File: src/rtl/tlc_conflict_monitor_pkg.sv
// Shared definitions for the traffic light safety monitor and its controller.
// Holds the lamp colour codes, fault codes, monitor state encoding and two
// small colour helpers.
package tlc_conflict_monitor_pkg;

  localparam logic [2:0] RED    = 3'b100;
  localparam logic [2:0] YELLOW = 3'b010;
  localparam logic [2:0] GREEN  = 3'b001;
  localparam logic [2:0] DARK   = 3'b000;

  typedef enum logic [2:0] {
    FC_NONE     = 3'd0,
    FC_ENC      = 3'd1,
    FC_CONFLICT = 3'd2,
    FC_SEQ      = 3'd3,
    FC_MIN      = 3'd4,
    FC_STUCK    = 3'd5
  } fault_code_e;

  typedef enum logic [1:0] {
    ST_STARTUP = 2'd0,
    ST_MONITOR = 2'd1,
    ST_FAULT   = 2'd2
  } state_e;

  function automatic logic is_colour(input logic [2:0] c);
    return (c == RED) || (c == YELLOW) || (c == GREEN);
  endfunction

  // Only green->yellow, yellow->red and red->green are legal changes.
  function automatic logic legal_step(input logic [2:0] from, input logic [2:0] to);
    return ((from == GREEN)  && (to == YELLOW)) ||
           ((from == YELLOW) && (to == RED))    ||
           ((from == RED)    && (to == GREEN));
  endfunction

endpackage

File: src/rtl/tlc_dir_tracker.sv
// Per-direction history tracker for the conflict monitor.
// Tracks the previous colour, how long it has been held, and whether the
// current interval is the first one seen since monitoring started.
// Ports:
//   clk, rst    clock, synchronous active-high reset
//   clr         forget all history (used whenever the top is not monitoring)
//   en          sample y this cycle
//   y           one-hot colour from the controller
//   enc_err     y is not a valid colour
//   seq_err     illegal colour change
//   min_err     left green/yellow too early (not in the first interval)
//   stuck_err   colour held for MAX_HOLD cycles
module tlc_dir_tracker
  import tlc_conflict_monitor_pkg::*;
#(
  parameter int CNT_W      = 7,
  parameter int MIN_GREEN  = 8,
  parameter int MIN_YELLOW = 3,
  parameter int MAX_HOLD   = 64
) (
  input  logic       clk,
  input  logic       rst,
  input  logic       clr,
  input  logic       en,
  input  logic [2:0] y,
  output logic       enc_err,
  output logic       seq_err,
  output logic       min_err,
  output logic       stuck_err
);

  localparam logic [CNT_W-1:0] HOLD_MAX = CNT_W'(MAX_HOLD);
  localparam logic [CNT_W-1:0] G_MIN    = CNT_W'(MIN_GREEN);
  localparam logic [CNT_W-1:0] Y_MIN    = CNT_W'(MIN_YELLOW);

  logic [2:0]       prev_q, prev_d;
  logic [CNT_W-1:0] hold_q, hold_d;
  logic             armed_q, armed_d;
  logic             first_q, first_d;
  logic [CNT_W-1:0] hold_inc;

  assign hold_inc = (hold_q >= HOLD_MAX) ? HOLD_MAX : hold_q + CNT_W'(1);

  always_comb begin
    prev_d    = prev_q;
    hold_d    = hold_q;
    armed_d   = armed_q;
    first_d   = first_q;
    enc_err   = 1'b0;
    seq_err   = 1'b0;
    min_err   = 1'b0;
    stuck_err = 1'b0;
    if (clr) begin
      prev_d  = DARK;
      hold_d  = '0;
      armed_d = 1'b0;
      first_d = 1'b0;
    end else if (en) begin
      enc_err = !is_colour(y);
      if (!armed_q) begin
        // First sample only captures the colour.
        prev_d  = y;
        hold_d  = CNT_W'(1);
        armed_d = 1'b1;
        first_d = 1'b1;
      end else if (y == prev_q) begin
        hold_d    = hold_inc;
        stuck_err = (hold_inc == HOLD_MAX);
      end else begin
        seq_err = !legal_step(prev_q, y);
        // The interval already running when monitoring began has unknown length.
        min_err = !first_q &&
                  (((prev_q == GREEN)  && (hold_q < G_MIN)) ||
                   ((prev_q == YELLOW) && (hold_q < Y_MIN)));
        prev_d  = y;
        hold_d  = CNT_W'(1);
        first_d = 1'b0;
      end
    end
  end

  always_ff @(posedge clk) begin
    if (rst) begin
      prev_q  <= DARK;
      hold_q  <= '0;
      armed_q <= 1'b0;
      first_q <= 1'b0;
    end else begin
      prev_q  <= prev_d;
      hold_q  <= hold_d;
      armed_q <= armed_d;
      first_q <= first_d;
    end
  end

endmodule

File: src/rtl/tlc_conflict_monitor.sv
// Safety stage between the traffic light controller and the lamps.
// Passes the controller colours to the lamps with one cycle of latency while
// checking encoding, conflicts, sequence, minimum times and stuck lamps. Any
// violation latches a fault and flashes red in both directions until cleared.
// Ports:
//   clk, rst            clock, synchronous active-high reset
//   yNS, yEW            controller colours (100 red, 010 yellow, 001 green)
//   clr_fault           pulse that releases a latched fault
//   lampNS, lampEW      registered lamp drive, 000 = dark
//   fault               latched fault flag
//   fault_code          0 none, 1 enc, 2 conflict, 3 seq, 4 min-time, 5 stuck
//   fault_dir           0 NS, 1 EW (0 for conflict)
//   fault_cnt           saturating number of fault entries
module tlc_conflict_monitor
  import tlc_conflict_monitor_pkg::*;
#(
  parameter int STARTUP_CYC = 8,
  parameter int MIN_GREEN   = 8,
  parameter int MIN_YELLOW  = 3,
  parameter int MAX_HOLD    = 64,
  parameter int FLASH_HALF  = 4,
  parameter int CNT_W       = 7
) (
  input  logic       clk,
  input  logic       rst,
  input  logic [2:0] yNS,
  input  logic [2:0] yEW,
  input  logic       clr_fault,
  output logic [2:0] lampNS,
  output logic [2:0] lampEW,
  output logic       fault,
  output logic [2:0] fault_code,
  output logic       fault_dir,
  output logic [7:0] fault_cnt
);

  localparam logic [CNT_W-1:0] STARTUP_LAST = CNT_W'(STARTUP_CYC - 1);
  localparam logic [CNT_W-1:0] FLASH_LAST   = CNT_W'(FLASH_HALF - 1);

  state_e           state_q, state_d;
  logic [CNT_W-1:0] cnt_q, cnt_d;        // startup length or flash phase length
  logic             flash_on_q, flash_on_d;
  logic [2:0]       lamp_ns_q, lamp_ns_d, lamp_ew_q, lamp_ew_d;
  logic             fault_q, fault_d, dir_q, dir_d;
  fault_code_e      code_q, code_d;
  logic [7:0]       fcnt_q, fcnt_d;

  logic        mon;
  logic        ns_enc, ns_seq, ns_min, ns_stuck;
  logic        ew_enc, ew_seq, ew_min, ew_stuck;
  logic        conflict;
  fault_code_e det_code;
  logic        det_dir;

  assign mon = (state_q == ST_MONITOR);

  tlc_dir_tracker #(
    .CNT_W(CNT_W), .MIN_GREEN(MIN_GREEN), .MIN_YELLOW(MIN_YELLOW), .MAX_HOLD(MAX_HOLD)
  ) u_trk_ns (
    .clk(clk), .rst(rst), .clr(!mon), .en(mon), .y(yNS),
    .enc_err(ns_enc), .seq_err(ns_seq), .min_err(ns_min), .stuck_err(ns_stuck)
  );

  tlc_dir_tracker #(
    .CNT_W(CNT_W), .MIN_GREEN(MIN_GREEN), .MIN_YELLOW(MIN_YELLOW), .MAX_HOLD(MAX_HOLD)
  ) u_trk_ew (
    .clk(clk), .rst(rst), .clr(!mon), .en(mon), .y(yEW),
    .enc_err(ew_enc), .seq_err(ew_seq), .min_err(ew_min), .stuck_err(ew_stuck)
  );

  assign conflict = mon && (yNS != RED) && (yEW != RED);

  // Lowest code wins; within a code NS is reported before EW.
  always_comb begin
    det_code = FC_NONE;
    det_dir  = 1'b0;
    if      (ns_enc)   det_code = FC_ENC;
    else if (ew_enc)   begin det_code = FC_ENC;   det_dir = 1'b1; end
    else if (conflict) det_code = FC_CONFLICT;
    else if (ns_seq)   det_code = FC_SEQ;
    else if (ew_seq)   begin det_code = FC_SEQ;   det_dir = 1'b1; end
    else if (ns_min)   det_code = FC_MIN;
    else if (ew_min)   begin det_code = FC_MIN;   det_dir = 1'b1; end
    else if (ns_stuck) det_code = FC_STUCK;
    else if (ew_stuck) begin det_code = FC_STUCK; det_dir = 1'b1; end
  end

  // Next-state logic.
  always_comb begin
    state_d    = state_q;
    cnt_d      = cnt_q;
    flash_on_d = flash_on_q;
    case (state_q)
      ST_STARTUP: begin
        if (cnt_q == STARTUP_LAST) begin
          state_d = ST_MONITOR;
          cnt_d   = '0;
        end else begin
          cnt_d = cnt_q + CNT_W'(1);
        end
      end
      ST_MONITOR: begin
        if (det_code != FC_NONE) begin
          state_d    = ST_FAULT;
          cnt_d      = '0;
          flash_on_d = 1'b1;
        end
      end
      ST_FAULT: begin
        if (clr_fault) begin
          state_d    = ST_STARTUP;
          cnt_d      = '0;
          flash_on_d = 1'b1;
        end else if (cnt_q == FLASH_LAST) begin
          cnt_d      = '0;
          flash_on_d = !flash_on_q;
        end else begin
          cnt_d = cnt_q + CNT_W'(1);
        end
      end
      default: begin
        state_d = ST_STARTUP;
        cnt_d   = '0;
      end
    endcase
  end

  // Output logic: lamp drive and fault reporting.
  always_comb begin
    lamp_ns_d = lamp_ns_q;
    lamp_ew_d = lamp_ew_q;
    fault_d   = fault_q;
    code_d    = code_q;
    dir_d     = dir_q;
    fcnt_d    = fcnt_q;
    case (state_q)
      ST_MONITOR: begin
        if (det_code != FC_NONE) begin
          // Offending inputs are replaced by red on the same edge.
          lamp_ns_d = RED;
          lamp_ew_d = RED;
          fault_d   = 1'b1;
          code_d    = det_code;
          dir_d     = det_dir;
          fcnt_d    = (fcnt_q == 8'hFF) ? fcnt_q : fcnt_q + 8'd1;
        end else begin
          lamp_ns_d = yNS;
          lamp_ew_d = yEW;
        end
      end
      ST_FAULT: begin
        if (clr_fault) begin
          lamp_ns_d = RED;
          lamp_ew_d = RED;
          fault_d   = 1'b0;
          code_d    = FC_NONE;
          dir_d     = 1'b0;
        end else begin
          lamp_ns_d = flash_on_d ? RED : DARK;
          lamp_ew_d = flash_on_d ? RED : DARK;
        end
      end
      default: begin
        lamp_ns_d = RED;
        lamp_ew_d = RED;
      end
    endcase
  end

  always_ff @(posedge clk) begin
    if (rst) begin
      state_q    <= ST_STARTUP;
      cnt_q      <= '0;
      flash_on_q <= 1'b1;
      lamp_ns_q  <= RED;
      lamp_ew_q  <= RED;
      fault_q    <= 1'b0;
      code_q     <= FC_NONE;
      dir_q      <= 1'b0;
      fcnt_q     <= '0;
    end else begin
      state_q    <= state_d;
      cnt_q      <= cnt_d;
      flash_on_q <= flash_on_d;
      lamp_ns_q  <= lamp_ns_d;
      lamp_ew_q  <= lamp_ew_d;
      fault_q    <= fault_d;
      code_q     <= code_d;
      dir_q      <= dir_d;
      fcnt_q     <= fcnt_d;
    end
  end

  assign lampNS     = lamp_ns_q;
  assign lampEW     = lamp_ew_q;
  assign fault      = fault_q;
  assign fault_code = code_q;
  assign fault_dir  = dir_q;
  assign fault_cnt  = fcnt_q;

endmodule

File: config.mk
export PLATFORM = sky130hd
export DESIGN_NAME = tlc_conflict_monitor
export DESIGN_NICKNAME = d
export VERILOG_FILES = /design/src/rtl/tlc_conflict_monitor_pkg.sv /design/src/rtl/tlc_dir_tracker.sv /design/src/rtl/tlc_conflict_monitor.sv
export SDC_FILE = /design/constraint.sdc
export NUM_CORES = 1
export LEC_CHECK = 0
export BUFFER_PORTS_ARGS = -buffer_cell sky130_fd_sc_hd__buf_2
export CORE_AREA = 2 2 108 110
export CTS_BUF_LIST = sky130_fd_sc_hd__clkbuf_4 sky130_fd_sc_hd__clkbuf_8 sky130_fd_sc_hd__clkbuf_16
export CTS_CLUSTER_SIZE = 28
export DETAILED_ROUTE_END_ITERATION = 10
export DIE_AREA = 0 0 110 112
export SLEW_MARGIN = 20
export SYNTH_ARGS = -nofsm -noshare
export SYNTH_HDL_FRONTEND = slang
export SYNTH_SLANG_ARGS = --single-unit
File: constraint.sdc
create_clock -name clk -period 6.45 [get_ports clk]
set_input_delay 1.29 -clock clk [delete_from_list [all_inputs] [get_ports clk]]
set_output_delay 1.29 -clock clk [all_outputs]
set_load 0.02 [all_outputs]
Word level (Yosys, flattened, before mapping)
Cells that the tools add are included.

Bits in registers: 52. Output and inout bits: 19.

Multiplexer cells: 80. Eq/ne operators: 28. Reduce and logical (&&, ||, !) cells: 40. Bitwise gates (word level): 5. Add/subtract/negate cells: 4. Magnitude comparators: 6.

Operator list (number): 3-bit two-way mux (19); 1-bit two-way mux (44); 7-bit two-way mux (6); 7-bit by 1-bit adder with 7-bit output (second input constant) (3); 7-bit one-hot mux with 3 select lines (1); 3-bit one-hot mux with 2 select lines (3); 7-bit == test (second input constant) (2); 7-bit greater-or-equal comparator (second input constant) (2); 1-bit logical AND (14); 7-bit by 2-bit < comparator with 1-bit output (second input constant) (2); 7-bit by 4-bit < comparator with 1-bit output (second input constant) (2); 3-bit by 1-bit == test with 1-bit output (second input constant) (4); 3-bit by 2-bit == test with 1-bit output (second input constant) (4); 3-bit == test (second input constant) (4); 1-bit logical OR (10); 3-bit AND reduction (3); 8-bit by 1-bit adder with 8-bit output (second input constant) (1); 8-bit == test (second input constant) (1); 2-bit != test (second input constant) (4); 4-bit OR reduction (2); 7-bit by 2-bit == test with 1-bit output (second input constant) (1); 7-bit by 3-bit == test with 1-bit output (second input constant) (1); 1-bit logical NOT (7); 3-bit == test (2); other kinds (12) (21).

Longest topological paths before layout
Depth in word-level cells: 21. Mapped depth: 12. Mapped depth without buffers: 9.

Modules after synthesis
A second synthesis with hierarchy kept.

Cell total of the unflattened synthesis: 388. Area, all modules: 3255.6 um2.

By module, submodules not included: tlc_conflict_monitor (cells an instance 188, sequential area each 580.6 um2, times used 1, area each 1639.1 um2); tlc_dir_tracker (cells an instance 100, sequential area each 240.2 um2, times used 2, area each 808.3 um2).

Least setup slack after synthesis
Ideal clock, no wire load.

Path kind: input-to-reg. Start point: input yEW[0]. End point: register fcnt_q[5], in the netlist fault_cnt[5]. Arrival: 3.096 ns. Library setup time: 0.070 ns. Path buffers: 2. Slack: 3.284 ns. Stages on the path: 9. Cell sequence: buf_6 xor2_2 nor3_4 and4b_1 nor4_1 and3_1 buf_6 or4_1 a21oi_1.

Longest elaborated chain between the ends: 15. Elaborated cells between the ends (all ways): 36. Classes of those cells: 5 x eq/ne; 19 x mux; 12 x reduce/logical.

Ends and longest elaborated chain: from (decl) (line tlc_conflict_monitor.sv:27) `input logic [2:0] yEW,`; 3-bit == test (tied with other cells) (line tlc_dir_tracker.sv:66) `end else if (y == prev_q) begin`; 1-bit two-way mux (tied with other cells) (line tlc_dir_tracker.sv:66); 1-bit two-way mux / 1-bit logical OR (equally long branches) (line tlc_dir_tracker.sv:60, tlc_conflict_monitor_pkg.sv:32); 1-bit two-way mux / 1-bit logical OR (equally long branches) (line tlc_dir_tracker.sv:53, tlc_conflict_monitor_pkg.sv:33); 3-bit two-way mux / 1-bit logical NOT (equally long branches) (line tlc_conflict_monitor.sv:85, tlc_dir_tracker.sv:70); 3-bit two-way mux / 1-bit two-way mux (equally long branches) (line tlc_conflict_monitor.sv:84, tlc_dir_tracker.sv:66); 3-bit two-way mux / 1-bit two-way mux (equally long branches) (line tlc_conflict_monitor.sv:83, tlc_dir_tracker.sv:60); 3-bit two-way mux / 1-bit two-way mux (equally long branches) (line tlc_conflict_monitor.sv:82, tlc_dir_tracker.sv:53); 3-bit two-way mux (line tlc_conflict_monitor.sv:81) `else if (ew_seq) begin det_code = FC_SEQ; det_dir = 1'b1; end`; 3-bit two-way mux (line tlc_conflict_monitor.sv:80) `else if (ns_seq) det_code = FC_SEQ;`; 3-bit two-way mux (line tlc_conflict_monitor.sv:79) `else if (conflict) det_code = FC_CONFLICT;`; 3-bit two-way mux (*) (line tlc_conflict_monitor.sv:78) `else if (ew_enc) begin det_code = FC_ENC; det_dir = 1'b1; end`; 3-bit two-way mux (*) (line tlc_conflict_monitor.sv:77) `if (ns_enc) det_code = FC_ENC;`; 3-bit nonzero test (*) (line tlc_conflict_monitor.sv:138) `if (det_code != FC_NONE) begin`; 3-bit AND reduction (no source line) (*); to (signal assigned) (line tlc_conflict_monitor.sv:190) `fcnt_q <= fcnt_d;`; to (decl) (line tlc_conflict_monitor.sv:46) `logic [7:0] fcnt_q, fcnt_d;`.

Mark *: on every way between the ends. The rest lies on a longest branch, timed or not. A chain may end at the register's enable or synchronous reset.

Worst setup path after layout
Start point: input yEW[2]. End point: register lamp_ns_q[2], in the netlist lampNS[2].

Longest elaborated chain between the ends: 19. Elaborated cells between the ends (all ways): 41. Classes of those cells: 5 x eq/ne; 25 x mux; 11 x reduce/logical.

Ends and longest elaborated chain: 3-bit == test (tied with other cells) (line tlc_dir_tracker.sv:66); 1-bit two-way mux (tied with other cells) (line tlc_dir_tracker.sv:66); 1-bit two-way mux / 1-bit logical OR (equally long branches) (line tlc_dir_tracker.sv:60, tlc_conflict_monitor_pkg.sv:32); 1-bit two-way mux / 1-bit logical OR (equally long branches) (line tlc_dir_tracker.sv:53, tlc_conflict_monitor_pkg.sv:33); 3-bit two-way mux / 1-bit logical NOT (equally long branches) (line tlc_conflict_monitor.sv:85, tlc_dir_tracker.sv:70); 3-bit two-way mux / 1-bit two-way mux (equally long branches) (line tlc_conflict_monitor.sv:84, tlc_dir_tracker.sv:66); 3-bit two-way mux / 1-bit two-way mux (equally long branches) (line tlc_conflict_monitor.sv:83, tlc_dir_tracker.sv:60); 3-bit two-way mux / 1-bit two-way mux (equally long branches) (line tlc_conflict_monitor.sv:82, tlc_dir_tracker.sv:53); [3 not listed]; 3-bit two-way mux (*) (line tlc_conflict_monitor.sv:78); 3-bit two-way mux (*) (line tlc_conflict_monitor.sv:77); 3-bit nonzero test (*) (line tlc_conflict_monitor.sv:103, tlc_conflict_monitor.sv:138); 1-bit two-way mux (line tlc_conflict_monitor.sv:103) `if (det_code != FC_NONE) begin`; 1-bit one-hot mux with 2 select lines (line tlc_conflict_monitor.sv:93) `case (state_q)`; 3-bit two-way mux (line tlc_conflict_monitor.sv:159) `lamp_ns_d = flash_on_d ? RED : DARK;`; 3-bit two-way mux (line tlc_conflict_monitor.sv:152) `if (clr_fault) begin`; 3-bit one-hot mux with 2 select lines (*) (line tlc_conflict_monitor.sv:136) `case (state_q)`; to (signal assigned) (line tlc_conflict_monitor.sv:185) `lamp_ns_q <= lamp_ns_d;`; to (decl) (line tlc_conflict_monitor.sv:43) `logic [2:0] lamp_ns_q, lamp_ns_d, lamp_ew_q, lamp_ew_d;`.

Marked as above.

==> reports/results.txt <==
Met1 wire length - 2920 um
Final period util - 54.5%
Via count - 2350
1st-iter DRT viols - 89
MaxCap Viol Count - 0
Sw Pwr - 0.139 mW
Boundary pin count - 28
Worst EP arrival - 3.70 ns
Min cycle time layout - 3.51 ns
Most common cell after layout, fill and taps aside - dfxtp_1
Max-slew violation count - 0
Dpl hpwl - 4710 um
Grt total ovfl - 0
Predominant post-synthesis flop cell - dfxtp_1
Core area - 11200 um2
Pwr dens - 208 nW/um2
Metal3 WL - 169 um
Status - finished, final reports clean
CTS clk-pin slew, worst paths - 0.07 ns
CTS Buf Count - 5
Worst EP required - 6.63 ns
Worst vdd ir - 0.0971 mV
Clock Sinks - 52
Vias in the first global route - 2286
Most frequent cells in the layout - 52 x dfxtp_1, 34 x nor2_1, 32 x a21oi_1, 27 x buf_2, 21 x nand2_1
Post-synth EDFFs - 0
Metal2 WL - 3090 um
Die area - 12300 um2
Yosys cell types - 51
ANT nets after route - 0
CTS tree - done
Endpoints failing setup - 0
Post-CTS setup buffers - 0
Gpl congestion - 0.820
Initial antenna violation count - 0
Leakage - 1.20 nW
Clock Latency Late Sink - 0.29 ns
Layout cells sized above 1 - 12.9%
Wirelength, routed - 6280 um
Rel. slew slack - 40.6%
Clock tree buffer depth - 2
CP endpoint kind - register
Post-detailed-route wirelength per cell - 12.8 um
Switching Share - 21.2%
Type of the setup path with the least slack - in -> reg
Clock share of power - 46.2%
Die Ht - 112 um
Highest metal used - met4
RSZ-0062 raised after global routing - no
H-Tree Depth - 2
Total GRT Usage - 10.8%
Syn_nets - 347
Setup Skew - 0.00620 ns
Int Power - 0.516 mW
Asr flop ratio synth - 0%
Synth Instances - 329
First-pass GRT wire length - 10800 um
Yosys warns - 0
DRC violations left - 0
ANT cells - 0
Routed vias/inst - 4.78
Syn avg cell area - 8.37 um2
Starting Density - 24.6%
Die width - 110 um
Worst-Margin Slew - 0.890 ns
Seq pwr share - 49.8%
Sequential cell area fraction in the yosys report - 37.8%
Combinational power share - 4.1%
Area Growth Syn to Fin - 14.0%
Detailed Routing Iterations Pass 1 - 4
Num rows - 39
Input/output buffers - 27
CTS resizes - 0
Largest net degree at the start of global routing - 30
Max Clk Rate - 0.285 GHz
Area of placed instances - 2970 um2
Hold Vio Cnt, Final - 0
Critical Path Fanout Max - 27
Design Power - 0.654 mW
Setup TNS after final layout - 0 ns
Nets - 366
Worst Setup Start Kind - input port
Tightest Hold Check Type - reg -> reg
Post-synthesis cell area - 2750 um2
Final instance area - 3140 um2
CTS Root Cell - clkbuf_16
Post-synthesis register bit count - 52
Post-cts hold buffer count - 0
[worst max-delay path: stages]
cell and delay, ns:
buf_2 0.15, xor2_1 0.27, nor3_4 0.11, and4b_1 0.22, nor4_1 0.36, and3_1 0.80
nand2_1 0.15, a211o_1 0.33
[power by group through the flow]
stage          Combinational, mW  Sequential [mW]  Clock [mW]
4_1_cts                   0.0268            0.325       0.312
5_1_grt                   0.0303            0.325       0.324
6_report                  0.0266            0.325       0.302
3_3_place_gp              0.0260            0.333           0
2_1_floorplan             0.0223            0.333           0
3_5_place_dp              0.0267            0.333           0
[final timing paths]
kind / start / endpoint / slack, ns / depth (start not counted)
setup reg to reg: u_trk_ew.hold_q[0]$_SDFF_PP0_ / lampNS[2]$_SDFF_PP1_ / 3.29 / 9
setup / recovery: yEW[2] / lampNS[2]$_SDFF_PP1_ / 2.94 / 8
hold / removal: u_trk_ew.first_q$_SDFFE_PP0P_ / u_trk_ew.first_q$_SDFFE_PP0P_ / 0.46 / 2
hold reg to reg: u_trk_ew.first_q$_SDFFE_PP0P_ / u_trk_ew.first_q$_SDFFE_PP0P_ / 0.46 / 2
[state kept, by name (all words and copies together) (netlist names)]
signal and cells:
fault_cnt 8, u_trk_ew.prev_q 3, u_trk_ew.hold_q 7, u_trk_ew.armed_q 1, u_trk_ew.first_q 1, fault_dir 1
u_trk_ns.hold_q 7, u_trk_ns.prev_q 3, flash_on_q 1, fault_code 3, lampEW 3, cnt_q 7
fault 1, u_trk_ns.first_q 1, lampNS 3, state_q 2
[cell usage after synthesis, drive strengths merged (10+ instances only)]
| cell type | instances | share of area (%) |
|---|---|---|
| o21ai | 12 | 2.2 |
| nand3 | 17 | 3.1 |
| buf | 11 | 2.9 |
| a21oi | 32 | 5.8 |
| nand2 | 21 | 2.9 |
| and3 | 10 | 2.3 |
| inv | 16 | 2.2 |
| nor2b | 10 | 2.3 |
| nor2 | 34 | 4.6 |
| dfxtp | 52 | 38 |
| nor3 | 11 | 3.0 |
[layout make-up]
class | count | area, um2
Multi-Input combinational cell | 246 | 1560
Fill cell | 1188 | 8040
Clock inverter | 3 | 42.5
Timing Repair Buffer | 27 | 135
Inverter | 16 | 60.1
Clock buffer | 5 | 125
Sequential cell | 52 | 1040
Tap cell | 143 | 179
[per-layer routing]
layer	track usage, %	vias to the layer above
met2	18.1	30
met1	13.8	1106
li1	-	1202
met5	0	-
met3	2.17	12
met4	3.63	0
[cells by family (layout without fill, tap and decap cells)]
logic type / Yosys count / after routing / share of synthesized area [%]
XOR/XNOR: 15 / 15 / 5.05
AND/OR/NAND/NOR: 150 / 150 / 30.9
adder cells (fa/ha/maj): 9 / 9 / 4.09
buffers and inverters: 31 / 51 / 5.64
AO/OA/AOI/OAI: 67 / 67 / 14.6
multiplexers: 5 / 5 / 1.91
flip-flops: 52 / 52 / 37.8
[per-stage QoR]
step / worst slack [ns] / std cells / hold slack [ns] / util (%)
after global routing: 2.77 / 492 / 0.487 / 28.1
after CTS: 2.96 / 492 / 0.468 / 28.1
after global placement: 2.76 / 484 / 0.447 / 26.6
after floorplan: 3.28 / 329 / 0.436 / -
final: 2.94 / 492 / 0.461 / 28.1
after detailed placement: 2.65 / 484 / 0.459 / 26.6
Power figures use the tool's default switching activity.
